<file path="src/rtl/bp_be_clint_responder.sv">
// Core-local interruptor: mtime, per-hart mtimecmp and msoftint behind a
// single-outstanding MMIO request/response port, plus timer/software IRQs.
module bp_be_clint_responder #(
    parameter int num_core_p    = 2,
    parameter int paddr_width_p = 39,
    parameter int itag_width_p  = 8
) (
    input  logic                     clk_i,
    input  logic                     reset_n_i,
    input  logic                     mtime_tick_i,

    input  logic                     mmio_v_i,
    output logic                     mmio_ready_o,
    input  logic                     mmio_w_i,
    input  logic [paddr_width_p-1:0] mmio_addr_i,
    input  logic [63:0]              mmio_data_i,
    input  logic [itag_width_p-1:0]  mmio_tag_i,

    output logic                     resp_v_o,
    input  logic                     resp_yumi_i,
    output logic [63:0]              resp_data_o,
    output logic [itag_width_p-1:0]  resp_tag_o,
    output logic                     resp_err_o,

    output logic [num_core_p-1:0]    timer_irq_o,
    output logic [num_core_p-1:0]    soft_irq_o
);

    localparam logic [paddr_width_p-1:0] mtime_addr_lp = paddr_width_p'(39'h6f_ffff_0000);
    localparam logic [paddr_width_p-1:0] cmp_base_lp   = paddr_width_p'(39'h6f_ffff_0100);
    localparam logic [paddr_width_p-1:0] soft_base_lp  = paddr_width_p'(39'h6f_ffff_0200);
    localparam logic [5:0]               num_core_lp   = 6'(num_core_p);

    typedef enum logic {
        IDLE = 1'b0,
        RESP = 1'b1
    } state_e;

    state_e                  state_reg;
    logic                    ready_reg;
    logic                    resp_v_reg;
    logic                    resp_err_reg;
    logic [63:0]             resp_data_reg;
    logic [itag_width_p-1:0] resp_tag_reg;

    logic [63:0]             mtime_reg;
    logic [63:0]             mtime_next;
    logic [63:0]             mtimecmp [num_core_p];
    logic [num_core_p-1:0]   msoftint;

    logic [4:0]              hart_idx;
    logic                    hart_ok;
    logic                    aligned;
    logic                    mtime_hit;
    logic                    cmp_hit;
    logic                    soft_hit;
    logic                    addr_err;
    logic                    accept;
    logic                    wr_ok;
    logic                    mtime_we;
    logic [63:0]             rdata;

    // Address decode: each region is one 256-byte page, 8 bytes per hart.
    assign hart_idx  = mmio_addr_i[7:3];
    assign hart_ok   = ({1'b0, hart_idx} < num_core_lp);
    assign aligned   = (mmio_addr_i[2:0] == 3'b000);
    assign mtime_hit = (mmio_addr_i[paddr_width_p-1:3] == mtime_addr_lp[paddr_width_p-1:3]);
    assign cmp_hit   = (mmio_addr_i[paddr_width_p-1:8] == cmp_base_lp[paddr_width_p-1:8]) && hart_ok;
    assign soft_hit  = (mmio_addr_i[paddr_width_p-1:8] == soft_base_lp[paddr_width_p-1:8]) && hart_ok;
    assign addr_err  = !aligned || !(mtime_hit || cmp_hit || soft_hit);

    // Gating ready with reset keeps requests from being seen as accepted while held in reset.
    assign mmio_ready_o = ready_reg && reset_n_i;
    assign accept       = mmio_v_i && ready_reg && reset_n_i;
    assign wr_ok        = accept && mmio_w_i && !addr_err;
    assign mtime_we     = wr_ok && mtime_hit;

    always_comb begin
        rdata = '0;
        if (mtime_hit) begin
            rdata = mtime_reg;
        end
        for (int h = 0; h < num_core_p; h++) begin
            if (cmp_hit && (hart_idx == 5'(h))) begin
                rdata = mtimecmp[h];
            end
            if (soft_hit && (hart_idx == 5'(h))) begin
                rdata = {63'b0, msoftint[h]};
            end
        end
    end

    // A same-cycle store overrides the tick rather than being incremented.
    always_comb begin
        mtime_next = mtime_reg;
        if (mtime_we) begin
            mtime_next = mmio_data_i;
        end else if (mtime_tick_i) begin
            mtime_next = mtime_reg + 64'd1;
        end
    end

    generate
        for (genvar gi = 0; gi < num_core_p; gi++) begin : g_hart
            logic        sel;
            logic [63:0] cmp_reg;
            logic        soft_reg;
            logic        timer_irq_reg;

            assign sel          = (hart_idx == 5'(gi));
            assign mtimecmp[gi] = cmp_reg;
            assign msoftint[gi] = soft_reg;
            assign soft_irq_o[gi]  = soft_reg;
            assign timer_irq_o[gi] = timer_irq_reg;

            always_ff @(posedge clk_i) begin
                if (!reset_n_i) begin
                    cmp_reg       <= '1;
                    soft_reg      <= 1'b0;
                    timer_irq_reg <= 1'b0;
                end else begin
                    if (wr_ok && cmp_hit && sel) begin
                        cmp_reg <= mmio_data_i;
                    end
                    if (wr_ok && soft_hit && sel) begin
                        soft_reg <= mmio_data_i[0];
                    end
                    timer_irq_reg <= (mtime_reg >= cmp_reg);
                end
            end
        end
    endgenerate

    always_ff @(posedge clk_i) begin
        if (!reset_n_i) begin
            state_reg     <= IDLE;
            ready_reg     <= 1'b1;
            resp_v_reg    <= 1'b0;
            resp_err_reg  <= 1'b0;
            resp_data_reg <= '0;
            resp_tag_reg  <= '0;
            mtime_reg     <= '0;
        end else begin
            mtime_reg <= mtime_next;
            case (state_reg)
                IDLE: begin
                    if (accept) begin
                        state_reg     <= RESP;
                        ready_reg     <= 1'b0;
                        resp_v_reg    <= 1'b1;
                        resp_tag_reg  <= mmio_tag_i;
                        resp_err_reg  <= addr_err;
                        resp_data_reg <= (mmio_w_i || addr_err) ? 64'd0 : rdata;
                    end
                end
                RESP: begin
                    if (resp_yumi_i) begin
                        state_reg  <= IDLE;
                        ready_reg  <= 1'b1;
                        resp_v_reg <= 1'b0;
                    end
                end
                default: begin
                    state_reg  <= IDLE;
                    ready_reg  <= 1'b1;
                    resp_v_reg <= 1'b0;
                end
            endcase
        end
    end

    assign resp_v_o    = resp_v_reg;
    assign resp_data_o = resp_data_reg;
    assign resp_tag_o  = resp_tag_reg;
    assign resp_err_o  = resp_err_reg;

endmodule

</file>
<file path="config.mk">
export PLATFORM = sky130hd
export DESIGN_NAME = bp_be_clint_responder
export DESIGN_NICKNAME = d
export VERILOG_FILES = /design/src/rtl/bp_be_clint_responder.sv
export SDC_FILE = /design/constraint.sdc
export NUM_CORES = 1
export LEC_CHECK = 0
export ABC_AREA = 1
export ABC_CLOCK_PERIOD_IN_PS = 1950
export CAP_MARGIN = 0
export CORE_UTILIZATION = 30
export CTS_CLUSTER_DIAMETER = 150
export CTS_CLUSTER_SIZE = 30
export DETAILED_ROUTE_END_ITERATION = 10
export HOLD_SLACK_MARGIN = 0.03
export PLACE_DENSITY = 0.46
export SETUP_SLACK_MARGIN = 0.05
export SYNTH_ARGS = -nofsm -noshare
export SYNTH_HDL_FRONTEND = slang
export SYNTH_SLANG_ARGS = --single-unit
export TNS_END_PERCENT = 1
</file>
<file path="constraint.sdc">
create_clock -name clk_i -period 1.95 [get_ports clk_i]
set_input_delay 0.39 -clock clk_i [delete_from_list [all_inputs] [get_ports clk_i]]
set_output_delay 0.39 -clock clk_i [all_outputs]
set_load 0.03 [all_outputs]
</file>
==> results of run 1 <==
## worst reg2reg max path, cell delays in order, from the launching register on
cell,delay (ns)
dfxtp_2,0.36
buf_6,0.12
ha_4,0.27
nand4_1,0.17
nor2_2,0.16
buf_4,0.13
nand2_2,0.05
a21oi_2,0.12
buf_4,0.14
nor2_4,0.03
buf_6,0.12
nand3_2,0.07
nand2_2,0.07
inv_2,0.06
## cells by family after synthesis
kind of cell | after synthesis | share of synthesized area
AO/OA/AOI/OAI | 309 | 0.1065
adder cells (fa/ha/maj) | 129 | 0.09155
buffers and inverters | 481 | 0.1136
flip-flops | 272 | 0.3089
AND/OR/NAND/NOR | 1448 | 0.3517
XOR/XNOR | 56 | 0.02782
## through the flow
step	power [mW]	setup WS (ns)
2_1_floorplan	6.075	0.09886
3_3_place_gp	6.694	-0.5626
3_5_place_dp	6.698	-0.5832
4_1_cts	10.08	-0.1177
5_1_grt	10.27	-0.08526
6_report	9.890	0.000004885
## Yosys cell counts (all sizes together)
library cell,number
a21o,2
a21oi,133
buf,71
clkbuf,62
clkinv,3
dfxtp,272
ha,129
inv,345
nand2,770
nand3,373
nand3b,3
nand4,43
nor2,233
nor3,22
nor3b,1
nor4,3
o211ai,130
o21ai,44
xnor2,28
xor2,28
## area by class of cell
type                            instances  share of cell area
Inverter                              348             0.05335
Sequential cell                       272              0.2236
Multi-Input combinational cell       1942              0.4460
Clock inverter                          3            0.001307
Tap cell                              765             0.03847
Clock buffer                           13             0.01307
Timing Repair Buffer                  606              0.2242
## timing repair
action                     in CTS  in global routing
gates resized for setup       179                270
pin swaps                      17                 76
setup endpoints to repair     183                257
setup buffers                   2                 22
hold endpoints to repair        0                  0
cloned                          0                 13
## report_power, final
part	switching [mW]	internal [mW]	total [mW]
Combinational	0.577	0.411	0.989
Sequential	0.0129	5.55	5.56
Clock	2.07	1.26	3.34
## metal layers
| metal | track usage | vias to the layer above | wire length, microns |
|---|---|---|---|
| li1 | - | 9731 | - |
| met1 | 0.2807 | 9092 | 32090 |
| met2 | 0.3773 | 367 | 33700 |
| met3 | 0.01975 | 59 | 2780 |
| met4 | 0.03842 | 0 | 1201 |
| met5 | 0 | - | 0 |
## worst paths after layout
| kind | endpoint | slack [ns] | cells after the start |
|---|---|---|---|
| setup reg to reg | g_hart[0].timer_irq_reg$_SDFF_PN0_ | 0.000005 | 13 |
| hold / removal | g_hart[0].cmp_reg[60]$_SDFFE_PN1P_ | 0.30 | 3 |
| hold reg to reg | ready_reg$_SDFFE_PN1P_ | 0.46 | 2 |
| setup / recovery | g_hart[0].timer_irq_reg$_SDFF_PN0_ | 0.000005 | 13 |
==> results.tsv, run 1 <==
metric	value	unit
ys_warn_count	0	
path_class	reg -> reg	
areaGrowthSynthToFinish	41.15	%
seq_area	5564	sq um
worst_pin_slew	0.5566	ns
place.gp.congestion	0.9113	
grt_setup_unrepaired	yes	
max_freq	512.8	MHz
report.final.setup_viol	0	
vias_per_cell	4.874	
fillers	6221	
setup_tns	0	ns
crit_path_start_kind	register	
power_density	397.4	nW/um^2
grt_pass1_wl	102100	microns
maxCapViolCount	0	
outcome	finished clean	
num_vias	19249	
cts_hold_buffers	0	
drtAntennaViolNets	0	
whs	0.2959	ns
hold_path_class	in -> reg	
drc_errors	0	
yosys-top-cells-area	dfxtp_1 31%, nand2_1 16%, nand3_1 10%, ha_1 9.2%, inv_1 7.2%	
drt_pass1_iterations	7	
clock_tree.root_cell	clkbuf_16	
path_max_fanout	3	
yosys.area.top_type	dfxtp_1	
stdcell_count	3949	
postLayoutCoreUtil	0.4297	
finClkSkew	0.03910	ns
synthCells	2695	
synth.distinct_cells	31	
clk_latency	0.54	ns
cts_htree_levels	1	
hold_violations	0	
layout-drive-gt1-share	0.2258	
largest_register_ffs	128	
cts.sinks	272	
ios	196	
cp_top_family	buffers and inverters	
numCtsBuffers	13	
avgSynthCellArea	6.542	sq um
ys_seq_area_frac	0.3089	
arrival	2.43	ns
period_share	1.000	
final_cell_mix	720 x nand2_1, 354 x buf_4, 345 x nand3_1	
min_from	reset_n_i	
grt-ovfl-total	0	
worstPathRequired	2.43	ns
antenna_found_initial	0	
diodes	0	
netlist_area	17630	sq um
dpl_cell_area	23010	sq um
cts_buffer_depth	3	
r2r-start	mtime_reg[47]$_SDFFE_PN0P_	
drtIter0Drc	899	
row_count	88	
io_buffers	195	
synth_top_area_share	0.3089	
synth_seq_cells	272	
final_common_cell	nand2_1	
wl_per_cell	17.67	microns
synth_nets	2941	
vdd_drop_max	0.0004709	V
slowest_stage	dfxtp_2	
finalMaxSlewViolations	0	
cp-end-kind	register	
power.leakage	13.35	nW
multi_input_area	11100	sq um
finalInstanceArea	24880	sq um
relSlewSlack	0.6290	
dieArea	59740	sq um
crit_buf_inv	5	
grt_util_all_layers	0.2130	
die_w	244.4	microns
dpl.hpwl	49130	microns
cp-startpoint	mtime_reg[47]$_SDFFE_PN0P_	
cts_tree	yes	
core_area	57920	sq um
period_needed	1.950	ns
fp.dieH	244.4	microns
routed_wl	69770	microns
grt_max_degree	129	
start_util	0.3044	
slowest_delay	0.36	ns
fin_nets	3429	
place_inst	3897	
grt_pass1_vias	18947	
path_clk_slew	0.13	ns
crit_chain	buf_6 -> ha_4 -> nand4_1 -> nor2_2 -> buf_4 -> nand2_2 -> a21oi_2 -> buf_4 -> nor2_4 -> buf_6 -> nand3_2 -> nand2_2 -> inv_2	
No activity file was read; power rests on OpenSTA's default activity.
==> inputs of run 2 (changes only) <==
CORE_MARGIN = 1.5   (was default)
==> run 2 against run 1 <==
Compared with the run above: cell area fell by 0.15%; critical path depth fell by 1; hold slack got worse by 0.015 ns; sequential cell count did not move; critical endpoint unchanged; setup slack improved by 0.0075 ns; largest cell class unchanged; via count barely moved; routed wire length rose by 3.3%; combinational power fell by 0.9%; critical path type unchanged; non-clock buffer count fell by 15; global-route usage fell by 0.32 points; clock power rose by 4%.
==> results.tsv, run 2 (synthesis gave the netlist of run 1 again) <==
metric	value	unit
outcome	finished clean	
largest_register_ffs	128	
hold_path_class	in -> reg	
vdd_drop_max	0.0004288	V
path_class	reg -> reg	
finalInstanceArea	24850	sq um
relSlewSlack	0.6067	
hold_violations	0	
grt_setup_unrepaired	yes	
start_util	0.3044	
drtIter0Drc	1037	
grt_pass1_vias	18651	
routed_wl	72050	microns
clk_latency	0.54	ns
power_density	404.1	nW/um^2
stdcell_count	3933	
dpl_cell_area	22880	sq um
io_buffers	195	
place_inst	3884	
power.leakage	13.28	nW
cts.sinks	272	
crit_path_start_kind	register	
dieArea	60230	sq um
wl_per_cell	18.32	microns
busiest_layer	met2	
dpl.hpwl	48970	microns
vias_per_cell	4.899	
crit_chain	buf_6 -> ha_1 -> nand4_1 -> nor2_2 -> buf_4 -> nand3_2 -> nor2_1 -> buf_4 -> nand4_1 -> nand3_1 -> nand2_2 -> inv_2	
grt_util_all_layers	0.2098	
antenna_found_initial	1	
worstPathRequired	2.44	ns
crit_buf_inv	4	
cp-end-kind	register	
layout-drive-gt1-share	0.2229	
row_count	88	
die_w	245.4	microns
final_common_cell	nand2_1	
final_cell_mix	722 x nand2_1, 343 x nand3_1, 338 x buf_4	
drc_errors	0	
fin_nets	3414	
grt_pass1_wl	101200	microns
diodes	0	
fp.dieH	245.4	microns
period_share	0.9961	
grt-ovfl-total	0	
max_freq	514.8	MHz
cts_buffer_depth	3	
whs	0.2812	ns
clock_tree.root_cell	clkbuf_16	
grt_util_met2	0.3681	
arrival	2.43	ns
use_met3	0.01932	
maxCapViolCount	0	
cts_tree	yes	
period_needed	1.942	ns
finClkSkew	0.03386	ns
path_max_fanout	6	
worst_pin_slew	0.5899	ns
drtAntennaViolNets	0	
core_area	57920	sq um
finalMaxSlewViolations	0	
grt_use_met1	0.2774	
place.gp.congestion	0.8865	
numCtsBuffers	13	
path_clk_slew	0.12	ns
areaGrowthSynthToFinish	40.94	%
cts_htree_levels	1	
num_vias	19267	
cp_top_family	simple AND/OR/NAND/NOR gates	
drt_pass1_iterations	5	
report.final.setup_viol	0	
slowest_stage	dfxtp_2	
slowest_delay	0.35	ns
grt_max_degree	129	
ios	196	
postLayoutCoreUtil	0.4290	
==> run 2: cell types whose count changed in the layout (fill, tap and decap cells not counted), moves of 5 or more <==
cell and change:
buf_4 -16, nor2_1 -5, dfxtp_4 -7, dfxtp_2 +9
dlygate4sd2_1 -6, nand2_4 -6, nor2_2 +6
==> run 2: worst paths after layout <==
kind	start	endpoint	slack, ns	cells past startpoint
max reg2reg	mtime_reg[44]$_SDFFE_PN0P_	g_hart[0].timer_irq_reg$_SDFF_PN0_	0.008	12
min reg2reg	ready_reg$_SDFFE_PN1P_	ready_reg$_SDFFE_PN1P_	0.46	2
min	reset_n_i	g_hart[1].cmp_reg[59]$_SDFFE_PN1P_	0.28	3
max	mtime_reg[44]$_SDFFE_PN0P_	g_hart[0].timer_irq_reg$_SDFF_PN0_	0.008	12
==> run 2: repair_timing <==
action / CTS / global route
gates resized for setup: 164 / 272
endpoints found under the setup margin: 214 / 257
pin swaps: 9 / 80
buffers inserted: 1 / 17
hold buffers: 0 / 0
cloned: 0 / 17
endpoints found under the hold margin: 0 / 0
==> run 2: routing by layer <==
layer,wire length [microns],vias up
met5,0,-
met4,1330,0
met3,2923,69
met2,34300,411
met1,33500,9101
li1,-,9686
==> run 2: area by class of cell <==
cell class                      count  area (sq um)
Clock inverter                      2         60.06
Tap cell                          765         957.2
Multi-Input combinational cell   1942         11100
Fill cell                        6131         33070
Timing Repair Buffer              591          5534
Inverter                          348          1316
Clock buffer                       13         325.3
Sequential cell                   272          5549
==> run 2: worst register-to-register path: stages (launching register included) <==
cell and delay (ns):
dfxtp_2 0.35, buf_6 0.13, ha_1 0.27, nand4_1 0.17, nor2_2 0.17, buf_4 0.13, nand3_2 0.07, nor2_1 0.12
buf_4 0.17, nand4_1 0.10, nand3_1 0.09, nand2_2 0.07, inv_2 0.06
==> run 2: per-stage QoR <==
step | TNS [ns] | setup slack [ns] | total power [mW]
final | 0 | 0.007549 | 10.04
after global routing | -3.570 | -0.09655 | 10.44
after CTS | -0.2450 | -0.1099 | 10.18
after detailed placement | -132.12 | -0.6176 | 6.698
after global placement | -130.70 | -0.6467 | 6.694
after floorplan | 0 | 0.09886 | 6.075
==> run 2: where the power goes <==
group | internal (mW) | switching (mW) | leakage, nW
Sequential | 5.56 | 0.0146 | 2.22
Clock | 1.39 | 2.09 | 0.186
Combinational | 0.413 | 0.567 | 10.9
